### config.mk
export PLATFORM = sky130hd
export DESIGN_NAME = prog_srl_fifo_flat
export DESIGN_NICKNAME = d
export VERILOG_FILES = /design/src/rtl/prog_srl_fifo_if.sv /design/src/rtl/prog_srl_fifo.sv /design/src/flat_wrapper.sv
export SDC_FILE = /design/constraint.sdc
export NUM_CORES = 1
export LEC_CHECK = 0
export BUFFER_PORTS_ARGS = -buffer_cell sky130_fd_sc_hd__buf_4
export CAP_MARGIN = 20
export CELL_PAD_IN_SITES_DETAIL_PLACEMENT = 0
export CELL_PAD_IN_SITES_GLOBAL_PLACEMENT = 1
export CORE_MARGIN = 10
export CORE_UTILIZATION = 25
export DETAILED_ROUTE_END_ITERATION = 10
export PLACE_DENSITY = 0.45
export SLEW_MARGIN = 20
export SYNTH_ARGS = -nofsm -noshare
export SYNTH_HDL_FRONTEND = slang
export SYNTH_SLANG_ARGS = --single-unit
export TNS_END_PERCENT = 10
### constraint.sdc
create_clock -name clk -period 9.9 [get_ports clk]
set_input_delay 1.485 -clock clk [delete_from_list [all_inputs] [get_ports clk]]
set_output_delay 1.485 -clock clk [all_outputs]
set_load 0.1 [all_outputs]
### src/rtl/prog_srl_fifo_if.sv
// prog_srl_fifo_if
//   Handshake/status bundle for prog_srl_fifo.
//   master : drives wr, rd, clr_err, din; observes data and status
//   slave  : the FIFO; drives dout, count and all flags
interface prog_srl_fifo_if #(
   parameter int WIDTH = 9,
   parameter int AW    = 4
);
   logic             wr;
   logic             rd;
   logic             clr_err;
   logic [WIDTH-1:0] din;
   logic [WIDTH-1:0] dout;
   logic             empty;
   logic             full;
   logic             almost_empty;
   logic             almost_full;
   logic [AW:0]      count;
   logic             overflow;
   logic             underflow;

   modport master (
      output wr, rd, clr_err, din,
      input  dout, empty, full, almost_empty, almost_full, count,
             overflow, underflow
   );

   modport slave (
      input  wr, rd, clr_err, din,
      output dout, empty, full, almost_empty, almost_full, count,
             overflow, underflow
   );
endinterface

### src/rtl/prog_srl_fifo.sv
// prog_srl_fifo
//   First-word-fall-through FIFO built on a shift register (no reset on the
//   data array so it maps onto SRL primitives). A write shifts every entry up
//   one slot and drops din into entry 0; the oldest word therefore sits at
//   entry count-1, which is what dout shows.
//   Ports:
//     clk  - clock, rising edge
//     rst  - synchronous active-high reset (clears count and error flags only)
//     bus  - prog_srl_fifo_if.slave: wr/rd/clr_err/din in;
//            dout, count, empty/full, almost_empty/almost_full,
//            sticky overflow/underflow out
module prog_srl_fifo #(
   parameter int WIDTH    = 9,
   parameter int AW       = 4,
   parameter int AF_LEVEL = 14,
   parameter int AE_LEVEL = 2
) (
   input  logic             clk,
   input  logic             rst,
   prog_srl_fifo_if.slave   bus
);
   localparam int          DEPTH    = 2 ** AW;
   localparam logic [AW:0] FULL_CNT = DEPTH[AW:0];
   localparam logic [AW:0] AF_CNT   = AF_LEVEL[AW:0];
   localparam logic [AW:0] AE_CNT   = AE_LEVEL[AW:0];

   logic [WIDTH-1:0] mem [DEPTH];
   logic [AW:0]      cnt;
   logic [AW:0]      cnt_next;
   logic [AW-1:0]    ra_idx;
   logic             is_empty;
   logic             is_full;
   logic             wa;
   logic             ra_ok;
   logic             wr_rej;
   logic             rd_rej;
   logic             ovf;
   logic             unf;

   assign is_empty = (cnt == '0);
   assign is_full  = (cnt == FULL_CNT);

   // A write into a full FIFO is still accepted when a read pops the same
   // cycle: the shift pushes the oldest word out of the top entry.
   assign wa     = bus.wr & (~is_full | bus.rd);
   assign ra_ok  = bus.rd & ~is_empty;
   assign wr_rej = bus.wr & is_full & ~bus.rd;
   assign rd_rej = bus.rd & is_empty;

   // Low bits only: at count == DEPTH they are zero and wrap to DEPTH-1.
   assign ra_idx = cnt[AW-1:0] - {{(AW-1){1'b0}}, 1'b1};

   always_ff @(posedge clk) begin
      if (wa && !rst) begin
         mem[0] <= bus.din;
         for (int i = DEPTH - 1; i > 0; i--) begin
            mem[i] <= mem[i-1];
         end
      end
   end

   always_comb begin
      cnt_next = cnt;
      unique case ({wa, ra_ok})
         2'b10:   cnt_next = cnt + {{AW{1'b0}}, 1'b1};
         2'b01:   cnt_next = cnt - {{AW{1'b0}}, 1'b1};
         default: cnt_next = cnt;
      endcase
   end

   always_ff @(posedge clk) begin
      if (rst) begin
         cnt <= '0;
      end else begin
         cnt <= cnt_next;
      end
   end

   // Sticky errors: a new error in the same cycle as clr_err keeps the flag.
   always_ff @(posedge clk) begin
      if (rst) begin
         ovf <= 1'b0;
         unf <= 1'b0;
      end else begin
         if (wr_rej) begin
            ovf <= 1'b1;
         end else if (bus.clr_err) begin
            ovf <= 1'b0;
         end
         if (rd_rej) begin
            unf <= 1'b1;
         end else if (bus.clr_err) begin
            unf <= 1'b0;
         end
      end
   end

   assign bus.dout         = mem[ra_idx];
   assign bus.count        = cnt;
   assign bus.empty        = is_empty;
   assign bus.full         = is_full;
   assign bus.almost_empty = (cnt <= AE_CNT);
   assign bus.almost_full  = (cnt >= AF_CNT);
   assign bus.overflow     = ovf;
   assign bus.underflow    = unf;
endmodule

### src/flat_wrapper.sv
// flat-port wrapper written by rule: the top's interface ports become plain ports
module prog_srl_fifo_flat 
#(
   parameter int WIDTH    = 9,
   parameter int AW       = 4,
   parameter int AF_LEVEL = 14,
   parameter int AE_LEVEL = 2
)
  (clk, rst, bus_wr, bus_rd, bus_clr_err, bus_din, bus_dout, bus_empty, bus_full, bus_almost_empty, bus_almost_full, bus_count, bus_overflow, bus_underflow);
  prog_srl_fifo_if #(.WIDTH(WIDTH), .AW(AW)) bus_i ();
  input  logic clk;
  input  logic rst;
  input wire logic [$bits(bus_i.wr)-1:0] bus_wr;
  input wire logic [$bits(bus_i.rd)-1:0] bus_rd;
  input wire logic [$bits(bus_i.clr_err)-1:0] bus_clr_err;
  input wire logic [$bits(bus_i.din)-1:0] bus_din;
  output wire logic [$bits(bus_i.dout)-1:0] bus_dout;
  output wire logic [$bits(bus_i.empty)-1:0] bus_empty;
  output wire logic [$bits(bus_i.full)-1:0] bus_full;
  output wire logic [$bits(bus_i.almost_empty)-1:0] bus_almost_empty;
  output wire logic [$bits(bus_i.almost_full)-1:0] bus_almost_full;
  output wire logic [$bits(bus_i.count)-1:0] bus_count;
  output wire logic [$bits(bus_i.overflow)-1:0] bus_overflow;
  output wire logic [$bits(bus_i.underflow)-1:0] bus_underflow;
  assign bus_i.wr = bus_wr;
  assign bus_i.rd = bus_rd;
  assign bus_i.clr_err = bus_clr_err;
  assign bus_i.din = bus_din;
  assign bus_dout = bus_i.dout;
  assign bus_empty = bus_i.empty;
  assign bus_full = bus_i.full;
  assign bus_almost_empty = bus_i.almost_empty;
  assign bus_almost_full = bus_i.almost_full;
  assign bus_count = bus_i.count;
  assign bus_overflow = bus_i.overflow;
  assign bus_underflow = bus_i.underflow;
  prog_srl_fifo #(.WIDTH(WIDTH), .AW(AW), .AF_LEVEL(AF_LEVEL), .AE_LEVEL(AE_LEVEL)) u_core (.clk(clk), .rst(rst), .bus(bus_i));
endmodule
# == Word level (Yosys, flattened, before mapping) ==
# Memories as Yosys holds them, arrays and structs flattened.
# Index checks and enable logic that the tools add are counted.
# op_classes
n_lt_le_gt_ge,2
n_mux,6
n_reduce_logical,6
add_sub_neg,3
n_eq_ne,3
n_bitwise,9
# ops
operator,count
$pmux 5 s2,1
$reduce_bool 2->1,3
$add 5x1->5 const B,1
$and 1x1->1,5
$eq 5x5->1 const B,1
$ge 5x4->1 const B,1
$le 5x2->1 const B,1
$logic_not 5->1,1
$mux 1,5
$sub 5x1->5 const B,1
$sub 4x1->4 const B,1
$not 1->1,3
$eq 2x1->1 const B,1
$eq 2x2->1 const B,1
$logic_and 1x1->1,1
$logic_not 1->1,1
$or 1x1->1,1
# word_totals
word_cells,33
reg_bits,7
n_memories,1
input_bits,14
mem_bits_rw,144
# memory_table
memory,words,width,read_ports,rd_ports_with_merged_regs,write_ports,line,text
u_core.mem,16,9,16,0,16,prog_srl_fifo.sv:27,logic [WIDTH-1:0] mem [DEPTH];

# == Longest topological paths before layout ==
# Gate-level depths: netlist (run 1).
# logic_depth
depth_word,7
mapped_depth,15

# == Worst setup path before layout (run 1) ==
# Ideal clock, no wire load.
# synth_path
path_kind,flip-flop to flip-flop
startpoint,register u_core.cnt[0] (netlist: u_core.bus.count[0])
endpoint,memory u_core.mem[0][0] (enable)
path_buffers,3
setup_time_ps,650
t_arrival_ps,8005
setup_slack_ps,1245
path_stages_with_launch,9
period_less_slack_ps,8655
required_ps,9250
path_cell_list,dfxtp_1 -> buf_6 -> buf_12 -> buf_6 -> inv_1 -> ha_1 -> nand3_1 -> o21ai_0 -> nor2_1
# synth_lines
element,line,text
from (decl),prog_srl_fifo.sv:28,logic [AW:0] cnt;
from (signal assigned),prog_srl_fifo.sv:75,cnt <= cnt_next;
to (decl),prog_srl_fifo.sv:27,

# == Worst setup path after layout (run 1) ==
# layout_path
startpoint,register u_core.cnt[1] (netlist: u_core.bus.count[1])
endpoint,output bus_dout[3]
# layout_between
elab_chain_cells,2
# layout_rtl
element,line,text
$sub 4x1->4,prog_srl_fifo.sv:51,"assign ra_idx = cnt[AW-1:0] - {{(AW-1){1'b0}}, 1'b1};"
$mem_v2 16x9,-,
to (decl),flat_wrapper.sv:17,output wire logic [$bits(bus_i.dout)-1:0] bus_dout;
# Every way passes these cells.

==> impl_metrics.json, run 1 <==
{
  "min_to": "u_core.mem[11][3]",
  "die_area_um2": 31200,
  "actual_transition_at_the_worst_max_transition_pin_ns": 0.957,
  "pin_count_of_the_biggest_net_entering_global_routing": 75,
  "total_track_usage": 0.0729,
  "vias_per_cell": 4.18,
  "synth_nets": 313,
  "cts.repair.resized": 0,
  "worstReg2RegEnd": "u_core.mem[15][4]",
  "tritoncts.num_buffers": 17,
  "finalClockSkew_ns": 0.00800,
  "drc": 0,
  "number_of_global_route_vias_before_repair": 2981,
  "clk_pin_slew_ns": 0.06,
  "layout_commonest_cell": "sky130_fd_sc_hd__edfxtp_1",
  "timing.critical_path.arrival_ns": 3.24,
  "synth_area_per_cell_um2": 20.9,
  "fin_crit_sh": 0.478,
  "core_region_area_um2": 24200,
  "total_standard_cell_area_after_synthesis_um2": 6140,
  "reg2reg_slack_ns": 6.51,
  "chipWidth_um": 177,
  "place_area_um2": 6700,
  "root_buffer": "sky130_fd_sc_hd__clkbuf_16",
  "start_kind": "flop",
  "routedWlPerCell_um": 16.6,
  "slew_headroom": 0.362,
  "clk_path_buf_depth": 2,
  "cts_hold_buffers": 0,
  "drtAntennaViolNets": 0,
  "synth_async_sr_flop_share": 0,
  "final_period_minus_worst_setup_slack_ns": 4.73,
  "status": "completed",
  "worstHoldPathType": "flop to flop",
  "antenna_found_initial": 0,
  "antenna_cells_inserted": 0,
  "ctsHtreeMaxLevel": 4,
  "fp-row-count": 57,
  "num-nets-final": 352,
  "fmaxAchievable_ghz": 0.211,
  "synthDistinctLibCells": 36,
  "end_kind": "primary output",
  "worst_hold_slack_ns": 0.444,
  "initial_core_util": 0.253,
  "hold_viol": 0,
  "seq_area_frac_synth": 0.727,
  "ys_warn_count": 0,
  "placement.io_buffers": 33,
  "chipHeight_um": 177,
  "timing_worst_setup_path_type": "flop to primary output",
  "cap_violations": 0,
  "yosys_most_used_dff": "sky130_fd_sc_hd__edfxtp_1",
  "layout-area-overhead-vs-synth_pct": 18.0,
  "io_pins": 34,
  "min_delay_path_depth": 0,
  "finalSetupTns_ns": 0,
  "drt-initial-drc-count": 249,
  "rsz0062_at_grt": "no",
  "drt-pass1-iter-count": 4,
  "number_of_synthesized_flops_with_an_enable_pin": 144,
  "clkLatencyLatePin_ns": 0.43,
  "multi_input_comb_area_um2": 1530,
  "crit_path_max_fanout": 24,
  "grt_overflow_total": 0,
  "grt_pass1_wl_um": 17500,
  "setup_viol_count_final": 0,
  "synthesized_netlist_cell_count": 293,
  "regToRegStartpoint": "u_core.bus.count[1]",
  "maxSlewViolCount": 0,
  "fillCellCount": 2403,
  "worst_ep_required_time_ns": 8.42,
  "worst_r2r_path_depth": 7,
  "hpwlAfterDp_um": 6470,
  "dr_total_vias": 2798,
  "ys_ff_latch": 151,
  "sequential_cell_area_um2": 4470,
  "total_wirelength_of_the_detailed_routed_design_um": 11100,
  "cts.sink_count": 151,
  "finalInstanceArea_um2": 7240,
  "place.gp.congestion": 0.665,
  "cts_tree": "yes",
  "hold_sp": "u_core.mem[10][3]",
  "layout_common_cells": "sky130_fd_sc_hd__edfxtp_1 (144), sky130_fd_sc_hd__buf_4 (37), sky130_fd_sc_hd__mux4_2 (21)",
  "drive_gt1_frac": 0.284,
  "cts.repair_timing.setup_buffer_count": 0
}
## worst max-delay path, cell delays in order, from the launching register on
cell,delay (ns)
sky130_fd_sc_hd__dfxtp_1,0.59
sky130_fd_sc_hd__inv_1,0.12
sky130_fd_sc_hd__ha_1,0.26
sky130_fd_sc_hd__xor2_4,0.36
sky130_fd_sc_hd__buf_4,0.41
sky130_fd_sc_hd__mux4_1,0.36
sky130_fd_sc_hd__mux2i_1,0.30
sky130_fd_sc_hd__a21oi_1,0.12
sky130_fd_sc_hd__buf_4,0.28
## metrics by stage
stage	utilization	cells	setup WS, ns
floorplan	-	293	1.24
finish	0.299	669	5.17
global placement	0.276	637	5.58
CTS	0.299	669	5.06
global route	0.299	669	4.94
detailed placement	0.276	637	5.55
## synthesized netlist by cell type, types with 2 or more instances
library cell | n | area share
sky130_fd_sc_hd__a211oi_1 | 10 | 0.012
sky130_fd_sc_hd__a21oi_1 | 13 | 0.011
sky130_fd_sc_hd__a32oi_1 | 2 | 0.0029
sky130_fd_sc_hd__buf_12 | 2 | 0.0065
sky130_fd_sc_hd__buf_2 | 6 | 0.0049
sky130_fd_sc_hd__buf_4 | 3 | 0.0037
sky130_fd_sc_hd__buf_6 | 3 | 0.0055
sky130_fd_sc_hd__clkbuf_1 | 2 | 0.0012
sky130_fd_sc_hd__dfxtp_1 | 7 | 0.023
sky130_fd_sc_hd__edfxtp_1 | 144 | 0.70
sky130_fd_sc_hd__ha_1 | 6 | 0.012
sky130_fd_sc_hd__inv_1 | 5 | 0.0031
sky130_fd_sc_hd__mux2_2 | 2 | 0.0037
sky130_fd_sc_hd__mux2i_1 | 10 | 0.016
sky130_fd_sc_hd__mux4_1 | 15 | 0.064
sky130_fd_sc_hd__mux4_2 | 21 | 0.077
sky130_fd_sc_hd__nor2_1 | 9 | 0.0055
sky130_fd_sc_hd__nor2b_1 | 11 | 0.011
sky130_fd_sc_hd__o21ai_0 | 2 | 0.0016
sky130_fd_sc_hd__xor2_1 | 4 | 0.0057
## metal layers
metal / up-vias / GRT usage / share of wire
met2: 35 / 0.104 / 0.45
met3: 12 / 0.0183 / 0.025
met5: - / 0 / 0
li1: 1305 / - / -
met4: 0 / 0.0410 / 0.016
met1: 1446 / 0.0988 / 0.51
## kinds of logic (layout without fill, tap and decap cells)
logic type | count (synthesis) | count (layout) | share of synthesized area
multiplexers | 48 | 48 | 0.161
adder cells (fa/ha/maj) | 6 | 6 | 0.0122
AO/OA/AOI/OAI | 32 | 32 | 0.0336
buffers and inverters | 22 | 74 | 0.0271
flip-flops | 151 | 151 | 0.727
XOR/XNOR | 6 | 6 | 0.0110
AND/OR/NAND/NOR | 28 | 28 | 0.0273
## registers in the layout, indices dropped and copies added (netlist names)
name                  count
u_core.bus.overflow       1
u_core.bus.underflow      1
u_core.bus.count          5
u_core.mem              144
## final cells by class
cell class | count | area share
multi-input combinational | 120 | 0.211
sequential | 151 | 0.617
clock buffer | 17 | 0.0588
tap | 324 | 0.0560
timing repair buffer | 37 | 0.0384
clock inverter | 15 | 0.0166
inverter | 5 | 0.00259
## worst max-delay path by stage
stage	start	endpoint	slack [ns]
2_1_floorplan	u_core.bus.count[0]	u_core.mem[0][0]	1.24
3_3_place_gp	u_core.bus.count[1]	bus_dout[0]	5.58
3_5_place_dp	u_core.bus.count[1]	bus_dout[1]	5.55
4_1_cts	u_core.bus.count[1]	bus_dout[1]	5.06
5_1_grt	u_core.bus.count[1]	bus_dout[6]	4.94
6_report	u_core.bus.count[1]	bus_dout[3]	5.17
Power of run 1 is not shown: default switching activity piles up to over one toggle a cycle in this logic, so the estimate is an artifact.
==> inputs of run 2 (changes only) <==
--- a/config.mk
+++ b/config.mk
@@ -12,7 +12,7 @@
 export CORE_MARGIN = 10
 export CORE_UTILIZATION = 25
 export DETAILED_ROUTE_END_ITERATION = 10
-export PLACE_DENSITY = 0.45
+export PLACE_DENSITY = 0.47
 export SLEW_MARGIN = 20
 export SYNTH_ARGS = -nofsm -noshare
 export SYNTH_HDL_FRONTEND = slang
==> constraint.sdc (replaced) <==
create_clock -name clk -period 3.87 [get_ports clk]
set_input_delay 0.5805 -clock clk [delete_from_list [all_inputs] [get_ports clk]]
set_output_delay 0.5805 -clock clk [all_outputs]
set_load 0.1 [all_outputs]
==> run 2 against run 1 <==
Effect of this change:
- sequential share of layout area decreased by 0.78 points
- hold slack got worse by 0.11 ns
- register-to-register slack got worse by 5.6 ns
- die area stayed put
- clock skew fell by 0.00080 ns
- setup slack lost 4.8 ns
- final cell count increased by 0.30%
- non-clock buffer count is 3 higher
- clock-buffer cell count is the same
- first-iteration DRC count is 2.4% lower
- routed wire length decreased by 1.0%
- final area up 1.5%
- critical endpoint is now bus_dout[8]
==> impl_metrics.json, run 2 (synthesis results as in run 1) <==
{
  "status": "completed",
  "grt_pass1_wl_um": 17900,
  "chipWidth_um": 177,
  "drc": 0,
  "num-nets-final": 355,
  "worst_r2r_path_depth": 11,
  "drt-initial-drc-count": 243,
  "hold_viol": 0,
  "largest_reg_flops": 144,
  "cts.sink_count": 151,
  "worst_setup_path_endpoint": "bus_dout[8]",
  "registers.top_by_ff_count": "u_core.mem",
  "slew_headroom": 0.437,
  "fmaxAchievable_ghz": 0.285,
  "grt_overflow_total": 0,
  "layout_common_cells": "sky130_fd_sc_hd__edfxtp_1 (144), sky130_fd_sc_hd__buf_4 (39), sky130_fd_sc_hd__mux4_2 (21)",
  "dr_total_vias": 2849,
  "reg2reg_slack_ns": 0.91,
  "fin_crit_sh": 0.906,
  "placement.io_buffers": 33,
  "start_kind": "flop",
  "finalSetupTns_ns": 0,
  "ctsHtreeMaxLevel": 4,
  "die_area_um2": 31200,
  "place.gp.congestion": 0.668,
  "number_of_global_route_vias_before_repair": 3012,
  "drt-pass1-iter-count": 4,
  "sequential_cell_area_um2": 4480,
  "actual_transition_at_the_worst_max_transition_pin_ns": 0.840,
  "rsz0062_at_grt": "no",
  "finalInstanceArea_um2": 7350,
  "drtAntennaViolNets": 0,
  "total_track_usage": 0.0746,
  "total_wirelength_of_the_detailed_routed_design_um": 11000,
  "cap_violations": 0,
  "clkLatencyLatePin_ns": 0.41,
  "vias_per_cell": 4.25,
  "chipHeight_um": 177,
  "dpl.cell_count": 640,
  "cp-startpoint": "u_core.bus.count[0]",
  "antenna_cells_inserted": 0,
  "core_region_area_um2": 24200,
  "fillCellCount": 2414,
  "worst_ep_required_time_ns": 3.29,
  "cts_tree": "yes",
  "timing.critical_path.arrival_ns": 2.92,
  "layout_commonest_cell": "sky130_fd_sc_hd__edfxtp_1",
  "cts.repair.resized": 0,
  "worstReg2RegEnd": "u_core.bus.count[4]",
  "multi_input_comb_area_um2": 1570,
  "timing_worst_setup_path_type": "flop to primary output",
  "layout-area-overhead-vs-synth_pct": 19.8,
  "initial_core_util": 0.253,
  "worstHoldPathType": "primary input to flop",
  "pin_count_of_the_biggest_net_entering_global_routing": 101,
  "final_period_minus_worst_setup_slack_ns": 3.50,
  "cts.repair_timing.setup_buffer_count": 0,
  "clk_path_buf_depth": 2,
  "place_area_um2": 6790,
  "hold_sp": "bus_din[2]",
  "crit_path_max_fanout": 22,
  "regToRegStartpoint": "u_core.bus.count[0]",
  "fp-row-count": 57,
  "final_core_util": 0.303,
  "end_kind": "primary output",
  "clk_pin_slew_ns": 0.06,
  "setup_viol_count_final": 0,
  "root_buffer": "sky130_fd_sc_hd__clkbuf_16",
  "maxSlewViolCount": 0,
  "routedWlPerCell_um": 16.4,
  "drive_gt1_frac": 0.303,
  "tritoncts.num_buffers": 17,
  "hpwlAfterDp_um": 6630,
  "finish.cell_count_without_fillers": 671,
  "cts_hold_buffers": 0,
  "antenna_found_initial": 0,
  "finalClockSkew_ns": 0.00720,
  "io_pins": 34
}
-- run 2: cell count changes in the layout (fill, tap and decap cells not counted), sizes merged --
| cell | delta |
|---|---|
| inv | -6 |
| bufinv | +2 |
| clkinv | +1 |
| buf | +3 |
| clkinvlp | +2 |
-- run 2: worst min path at each step --
stage	slack, ns	endpoint	cells past startpoint
floorplan	0.42	u_core.mem[11][8]	0
global placement	0.42	u_core.mem[2][4]	0
global route	0.32	u_core.mem[0][7]	1
CTS	0.32	u_core.mem[0][7]	1
detailed placement	0.43	u_core.mem[10][0]	0
finish	0.34	u_core.mem[0][2]	1
-- run 2: area by class of cell --
| class | instances | share of cell area |
|---|---|---|
| Tap cell | 324 | 0.0551 |
| Clock buffer | 17 | 0.0579 |
| Clock inverter | 14 | 0.0182 |
| Inverter | 5 | 0.00323 |
| Sequential cell | 151 | 0.609 |
| Timing Repair Buffer | 40 | 0.0425 |
| Multi-Input combinational cell | 120 | 0.214 |
-- run 2: metal layers --
metal,up-vias,global-route usage,part of all wire
li1,1307,-,-
met4,0,0.0431,0.023
met1,1485,0.0995,0.49
met2,38,0.107,0.46
met3,19,0.0198,0.029
met5,-,0,0
-- run 2: per-stage QoR --
step	hold slack, ns	setup WS [ns]
final	0.339	0.365
after global routing	0.316	0.0886
after CTS	0.315	0.262
after detailed placement	0.427	0.753
after global placement	0.419	0.742
after floorplan	0.417	-0.835
-- run 2: worst max-delay path, cell delays in order (launching register included) --
cell,delay (ns)
sky130_fd_sc_hd__dfxtp_4,0.61
sky130_fd_sc_hd__buf_4,0.48
sky130_fd_sc_hd__mux4_1,0.63
sky130_fd_sc_hd__nor2b_1,0.15
sky130_fd_sc_hd__a211oi_1,0.22
sky130_fd_sc_hd__a21oi_1,0.09
sky130_fd_sc_hd__buf_4,0.29
Power of run 2 is left out for the same reason.
==> inputs of run 3 (changes only) <==
--- a/config.mk
+++ b/config.mk
@@ -13,6 +13,7 @@
 export CORE_UTILIZATION = 25
 export DETAILED_ROUTE_END_ITERATION = 10
 export PLACE_DENSITY = 0.47
+export REMOVE_ABC_BUFFERS = 1
 export SLEW_MARGIN = 20
 export SYNTH_ARGS = -nofsm -noshare
 export SYNTH_HDL_FRONTEND = slang
==> run 3 against run 2 <==
Effect of this change:
- highest routed layer unchanged
- register-to-register slack got worse by 0.22 ns
- non-clock buffer count increased by 2
- largest cell class unchanged
- sequential share of layout area down 0.20 points
==> impl_metrics.json, run 3 (synthesis results as in run 1) <==
{
  "globalRoute.busiestLayer": "met2",
  "timing_worst_setup_path_type": "flop to primary output",
  "grt_overflow_total": 0,
  "slew_headroom": 0.440,
  "hold_viol": 0,
  "cts_hold_buffers": 0,
  "dpl.cell_count": 642,
  "cp_slowest_stage_delay_ns": 0.60,
  "worst_slack_ns": 0.278,
  "dr_total_vias": 2817,
  "worstHoldPathType": "primary input to flop",
  "min_delay_path_depth": 1,
  "io_pins": 34,
  "grt_pass1_wl_um": 17800,
  "worst_ep_required_time_ns": 3.29,
  "maxSlewViolCount": 0,
  "timing.critical_path.arrival_ns": 3.01,
  "die_area_um2": 31200,
  "drt-initial-drc-count": 174,
  "use_met2": 0.114,
  "drtAntennaViolNets": 0,
  "hold_sp": "bus_din[6]",
  "layout_commonest_cell": "sky130_fd_sc_hd__edfxtp_1",
  "regToRegStartpoint": "u_core.bus.count[2]",
  "largest_reg_flops": 144,
  "finalClockSkew_ns": 0.0118,
  "min_to": "u_core.mem[0][6]",
  "cts.repair_timing.setup_buffer_count": 0,
  "number_of_global_route_vias_before_repair": 3086,
  "clk_path_buf_depth": 2,
  "drive_gt1_frac": 0.272,
  "placement.io_buffers": 33,
  "crit_path_max_fanout": 27,
  "global_route.usage.met1": 0.0960,
  "drc": 0,
  "worst_r2r_path_depth": 10,
  "drt-pass1-iter-count": 4,
  "sequential_cell_area_um2": 4470,
  "total_track_usage": 0.0747,
  "start_kind": "flop",
  "actual_transition_at_the_worst_max_transition_pin_ns": 0.840,
  "final_period_minus_worst_setup_slack_ns": 3.59,
  "worst_setup_slack_after_placement_ns": 0.658,
  "cts.repair.resized": 0,
  "end_kind": "primary output",
  "layout_common_cells": "sky130_fd_sc_hd__edfxtp_1 (144), sky130_fd_sc_hd__buf_4 (39), sky130_fd_sc_hd__mux4_2 (21)",
  "root_buffer": "sky130_fd_sc_hd__clkbuf_16",
  "chipWidth_um": 177,
  "initial_core_util": 0.253,
  "multi_input_comb_area_um2": 1530,
  "cts.sink_count": 151,
  "vias_per_cell": 4.19,
  "tritoncts.num_buffers": 17,
  "num-nets-final": 357,
  "clkLatencyLatePin_ns": 0.42,
  "stages_on_the_worst_setup_path": 8,
  "antenna_cells_inserted": 0,
  "rsz0062_at_grt": "no",
  "finish.cell_count_without_fillers": 673,
  "fmaxAchievable_ghz": 0.278,
  "cp_slowest_cell": "sky130_fd_sc_hd__dfxtp_1",
  "place.gp.congestion": 0.716,
  "core_region_area_um2": 24200,
  "fin_crit_sh": 0.928,
  "layout-area-overhead-vs-synth_pct": 19.9,
  "cp.buffers_inverters": 3,
  "status": "completed",
  "cts_tree": "yes",
  "fillCellCount": 2372,
  "pin_count_of_the_biggest_net_entering_global_routing": 53,
  "registers.top_by_ff_count": "u_core.mem",
  "total_wirelength_of_the_detailed_routed_design_um": 11200,
  "routedWlPerCell_um": 16.7,
  "clk_pin_slew_ns": 0.06,
  "chipHeight_um": 177,
  "crit_family": "buffers and inverters",
  "ctsHtreeMaxLevel": 4,
  "hpwlAfterDp_um": 6520,
  "crit_path_frequent_cell": "sky130_fd_sc_hd__buf_4",
  "gr-usage-met3": 0.0241,
  "cap_violations": 0,
  "setup_viol_count_final": 0,
  "worstPathCellList": "inv_1 > ha_1 > buf_4 > mux4_2 > nor2b_1 > a211oi_1 > a21oi_1 > buf_4",
  "reg2reg_slack_ns": 0.69,
  "antenna_found_initial": 0,
  "fp-row-count": 57,
  "worstReg2RegEnd": "u_core.bus.count[4]",
  "worst_hold_slack_ns": 0.338
}
==> run 3: cell types whose count changed in the layout (fill, tap and decap cells not counted), sizes merged <==
cell / before / now
clkinvlp: 4 / 1
buf: 40 / 42
bufinv: 2 / 4
clkbuf: 17 / 18
clkinv: 7 / 8
inv: 6 / 5
==> run 3: final cells by class <==
| type | count | share of cell area |
|---|---|---|
| timing repair buffer | 42 | 0.0480 |
| tap | 324 | 0.0551 |
| sequential | 151 | 0.607 |
| inverter | 5 | 0.00255 |
| multi-input combinational | 120 | 0.207 |
| clock inverter | 13 | 0.0219 |
| clock buffer | 18 | 0.0583 |
==> run 3: per-stage QoR <==
stage,area (µm²),util,TNS [ns]
2_1_floorplan,5990,-,-895.65
3_3_place_gp,6770,0.279,0
3_5_place_dp,6770,0.279,0
4_1_cts,7360,0.303,0
5_1_grt,7360,0.303,0
6_report,7360,0.303,0
==> run 3: worst max-delay path by stage <==
stage                         from                  end  slack [ns]
2_1_floorplan  u_core.bus.count[0]     u_core.mem[0][0]       -5.92
3_3_place_gp   u_core.bus.count[2]  u_core.bus.count[4]        0.64
3_5_place_dp   u_core.bus.count[2]  u_core.bus.count[4]        0.66
4_1_cts        u_core.bus.count[1]          bus_dout[2]        0.24
5_1_grt        u_core.bus.count[1]          bus_dout[2]        0.08
6_report       u_core.bus.count[1]          bus_dout[1]        0.28
==> run 3: metal layers <==
| metal | up-vias | wire length (µm) |
|---|---|---|
| met1 | 1462 | 5430 |
| met5 | - | 0 |
| met3 | 14 | 357 |
| met4 | 0 | 154 |
| li1 | 1306 | - |
| met2 | 35 | 5280 |
==> run 3: worst reg2reg max path, cell delays in order (launching register included) <==
cell and delay, ns:
sky130_fd_sc_hd__dfxtp_1 0.51, sky130_fd_sc_hd__nor2_1 0.25, sky130_fd_sc_hd__nand3_1 0.13, sky130_fd_sc_hd__o21ai_0 0.48
sky130_fd_sc_hd__ha_1 0.49, sky130_fd_sc_hd__xor2_1 0.18, sky130_fd_sc_hd__ha_1 0.16, sky130_fd_sc_hd__a21oi_1 0.07
sky130_fd_sc_hd__nand4bb_1 0.23, sky130_fd_sc_hd__a31oi_1 0.22, sky130_fd_sc_hd__mux2_2 0.35
Power of run 3 is left out for the same reason.
